===== src/rtl/dot_product_accumulator.sv =====
// Streaming dot-product accumulator: sums every LENGTH accepted terms into one
// registered result presented on a valid/ready output while the next vector fills.
module dot_product_accumulator #(
  parameter int unsigned WIDTH     = 11,
  parameter int unsigned LENGTH    = 8,
  parameter int unsigned ACC_WIDTH = 14
) (
  input  logic                 Clock,
  input  logic                 Reset,
  input  logic                 in_valid,
  output logic                 in_ready,
  input  logic [WIDTH-1:0]     in_data,
  output logic                 out_valid,
  input  logic                 out_ready,
  output logic [ACC_WIDTH-1:0] out_data,
  output logic                 overflow
);

  localparam int unsigned CNT_W = (LENGTH > 1) ? $clog2(LENGTH) : 1;
  localparam int unsigned SUM_W = ((ACC_WIDTH > WIDTH) ? ACC_WIDTH : WIDTH) + 1;
  localparam logic [CNT_W-1:0] LAST_CNT = CNT_W'(LENGTH - 1);

  logic [ACC_WIDTH-1:0] r_acc;
  logic [CNT_W-1:0]     r_cnt;
  logic [ACC_WIDTH-1:0] r_out_data;
  logic                 r_out_valid;
  logic                 r_overflow;

  logic             w_last;
  logic             w_in_ready;
  logic             w_accept;
  logic [SUM_W-1:0] w_sum;
  logic             w_carry;

  // Ready depends on registered state only; only the final term stalls on a held result.
  assign w_last     = (r_cnt == LAST_CNT);
  assign w_in_ready = !(r_out_valid && w_last);
  assign w_accept   = in_valid && w_in_ready;
  assign w_sum      = SUM_W'(r_acc) + SUM_W'(in_data);
  assign w_carry    = |w_sum[SUM_W-1:ACC_WIDTH];

  always_ff @(posedge Clock) begin
    if (Reset) begin
      r_acc       <= '0;
      r_cnt       <= '0;
      r_out_data  <= '0;
      r_out_valid <= 1'b0;
      r_overflow  <= 1'b0;
    end else begin
      if (r_out_valid && out_ready) begin
        r_out_valid <= 1'b0;
      end
      if (w_accept) begin
        if (w_carry) begin
          r_overflow <= 1'b1;
        end
        if (w_last) begin
          r_out_data  <= ACC_WIDTH'(w_sum);
          r_out_valid <= 1'b1;
          r_acc       <= '0;
          r_cnt       <= '0;
        end else begin
          r_acc <= ACC_WIDTH'(w_sum);
          r_cnt <= r_cnt + CNT_W'(1);
        end
      end
    end
  end

  assign in_ready  = w_in_ready;
  assign out_valid = r_out_valid;
  assign out_data  = r_out_data;
  assign overflow  = r_overflow;

endmodule


===== config.mk =====
export PLATFORM = sky130hd
export DESIGN_NAME = dot_product_accumulator
export DESIGN_NICKNAME = d
export VERILOG_FILES = /design/src/rtl/dot_product_accumulator.sv
export SDC_FILE = /design/constraint.sdc
export NUM_CORES = 1
export LEC_CHECK = 0
export ABC_CLOCK_PERIOD_IN_PS = 2700
export CAP_MARGIN = 20
export CORE_MARGIN = 10
export CORE_UTILIZATION = 40
export DETAILED_ROUTE_END_ITERATION = 12
export HOLD_SLACK_MARGIN = 0.03
export PLACE_DENSITY = 0.61
export REMOVE_ABC_BUFFERS = 1
export SYNTH_ARGS = -nofsm -noshare
export SYNTH_HDL_FRONTEND = slang
export SYNTH_SLANG_ARGS = --single-unit

===== constraint.sdc =====
create_clock -name Clock -period 2.7 [get_ports Clock]
set_input_delay 0.675 -clock Clock [delete_from_list [all_inputs] [get_ports Clock]]
set_output_delay 0.675 -clock Clock [all_outputs]
set_load 0.02 [all_outputs]

==> flow_summary.toml <==
[run_status]
status = "finished clean"

[worst_hold_path]
min_path_cells = 2
whs_endpoint = "out_data[4]"
hold_class = "flop to flop"
hp-start = "out_data[4]"

[cts]
cts_tree = "yes"
cts_root_buf = "clkbuf_8"
cts_num_sinks = 33
numCtsBuffers = 5
worstSkewPairLatency_ns = 0.28
clk_pin_slew_ns = 0.07
hold_buffers = 0
cts.path.max_buffers = 2
cts_htree_levels = 2

[floorplanning]
core-area_um2 = 4320
io_pins = 32
fp.dieH_um = 86.8
rows = 24
initial_core_util = 0.413
design.die.area_um2 = 7540
die_x_um = 86.8

[cells_and_area]
seq_area_um2 = 661
antenna_cells = 0
nFillCells = 425
final_cell_count_no_fill = 302
areaGrowthSynthToFinish_pct = 30.6
drive_gt1_frac = 0.136
fin_nets = 278
fin_util = 0.539
postLayoutCellArea_um2 = 2330
multi_input_area_um2 = 1080

[global_routing]
top_usage_layer = "met2"
grt_pass1_vias = 1542
use_met1 = 0.151
grtUsageMet3 = 0.0432
grt_max_degree = 19
grt_pass1_wl_mm = 7.30
grt_overflow = 0
antenna_found_initial = 0
use_met2 = 0.177
grt_use_total = 0.119

[pwr]
p_per_area_nw_per_um2 = 522
pwr-share-seq = 0.436
p_int_w = 0.000849
p_leak_nw = 0.923
power.total_w = 0.00122
combPwrFrac = 0.268
power.net_switching_w = 0.000367
switching_share = 0.302
clkPwrFrac = 0.296
ir_drop_v = 0.000260

[placement]
post-place-ws_ns = -0.251
dp_cells = 293
port_buffers = 31
place_congestion = 0.805
dp_hpwl_mm = 3.25
postPlaceCellArea_um2 = 2220

[setup_path]
critPathKind = "flop to primary output"
worstPathMaxFanout = 9
end_kind = "primary output"
rr_worst_depth = 9
r2r-start = "r_acc[0]"
reg2reg_slack_ns = 0.55
worst-endpoint-required_ns = 2.03
start_kind = "flop"
crit_arrival_ns = 1.88
timing.rr.end = "r_acc[12]"

[yosys]
synthCells = 207
synth-edff-count = 0
synth-async-reset-ratio = 0
synth-adder-area-share = 0.102
yosys_warnings = 0
synth-compound-area-share = 0.234
synth_xor_area_frac = 0.0540
synth_seq_cells = 33
syn_area_um2 = 1790
synth_flop_cell = "dfxtp_1"
ys_top_cells_by_area = "dfxtp_1 37%, ha_1 9.1%, nand2_1 5.7%"
synth_cell_type_count = 46
synth_top_family_by_area = "compound AO/OA/AOI/OAI gates"
avgSynthCellArea_um2 = 8.63
synthSimpleGateAreaFrac = 0.198
synthMuxAreaShare = 0.00561
ys_seq_area_frac = 0.370
synth_top_area_cell = "dfxtp_1"
synth_top_area_share = 0.370

[routing]
viasPerCell = 5.18
drc = 0
first_pass_iters = 4
antenna_left = 0
vias = 1565
first_iter_violations = 116
wl_per_cell_um = 14.5
routed_wl_mm = 4.37

[timing]
period_share = 0.946
final_hold_viol_count = 0
slew_viol_final = 0
fin_crit_ns = 2.55
timing.final.ws_setup_ns = 0.145
fmax_ghz = 0.391
worst_pin_slew_ns = 0.541
fin_worst_skew_ns = 0.00254
rsz0062_at_grt = "no"
setup_viol = 0
slew_headroom = 0.638

[run]
cap_viol_max_count = 0
## metal layers
layer	share of wire	vias up	wire, um
li1	-	809	-
met1	0.49	718	2160
met2	0.44	34	1920
met3	0.059	4	260
met4	0.0082	0	36
met5	0	-	0
## how the worst max path moves through the flow
stage	end	slack [ns]	from	cells past startpoint
after CTS	r_acc[12]	0.02	in_data[0]	10
after floorplan	r_acc[12]	0.35	in_data[0]	9
after global placement	r_acc[12]	-0.22	in_data[0]	10
final	in_ready	0.15	r_cnt[0]	4
after detailed placement	r_acc[12]	-0.25	in_data[0]	10
after global routing	in_ready	0.02	r_cnt[0]	4
## cell usage after synthesis (2+ instances only)
library cell,number
nor3_1,4
a21oi_1,20
nand3b_1,4
xnor2_1,7
and2_1,2
dfxtp_1,33
buf_2,3
inv_1,6
o31ai_1,3
nand2_1,27
a211oi_2,2
a22oi_1,4
o21ai_1,4
and3_1,2
xor2_1,4
ha_1,13
nor2b_1,4
or3_1,2
o21ai_0,5
a21oi_2,2
a21o_1,3
a211oi_1,2
clkbuf_1,7
nor2_1,22
## repair_timing
action / CTS / global route
resized for setup: 0 / 7
setup buffers: 0 / 1
endpoints found under the setup margin: 0 / 3
## logic make-up (layout without fill, tap and decap cells)
| logic type | after synthesis | after routing |
|---|---|---|
| buffers and inverters | 16 | 59 |
| xor gates and xnor gates | 11 | 11 |
| DFF | 33 | 33 |
| muxes | 1 | 1 |
| AOI/OAI and AO/OA | 57 | 57 |
| and+or+nand+nor | 75 | 75 |
| adders and majority gates | 14 | 14 |
## state kept, by name, summed over array words and instances, names as in the netlist
name	flops
out_valid	1
r_cnt	3
overflow	1
r_acc	14
out_data	14
## power by group through the flow
stage                     registers (W)  clock network (W)  logic, W
after global routing           0.000534           0.000394  0.000365
after global placement         0.000540                  0  0.000315
after detailed placement       0.000541                  0  0.000316
final                          0.000530           0.000360  0.000326
after CTS                      0.000530           0.000371  0.000319
after floorplan                0.000537                  0  0.000219
## worst max-delay path, stage by stage, from the launching register on
cell and delay [ns]:
dfxtp_1 0.32, ha_1 0.20, ha_1 0.30, nand2_1 0.15
clkdlybuf4s50_1 0.63
## placed cells by master, fill, tap and decap left out, types with 4 or more instances in the layout
master,n
a21oi_1,20
a22oi_1,4
buf_4,14
clkbuf_8,5
clkdlybuf4s50_1,30
dfxtp_1,33
ha_1,12
inv_1,5
nand2_1,27
nand3b_1,4
nor2_1,22
nor3_1,4
o21ai_0,5
o21ai_1,4
xnor2_1,6
xor2_1,4
## metrics by stage
stage | TNS (ns) | hold WS [ns]
after floorplan | 0 | 0.429
after global placement | -0.691 | 0.442
after detailed placement | -0.857 | 0.447
after CTS | 0 | 0.456
after global routing | 0 | 0.487
final | 0 | 0.453
## area by class of cell
| class | instances | area share |
|---|---|---|
| Multi-Input combinational cell | 158 | 0.465 |
| Inverter | 6 | 0.00966 |
| Timing Repair Buffer | 45 | 0.179 |
| Tap cell | 52 | 0.0279 |
| Clock buffer | 8 | 0.0344 |
| Sequential cell | 33 | 0.283 |
No activity file was read; power rests on OpenSTA's default activity.
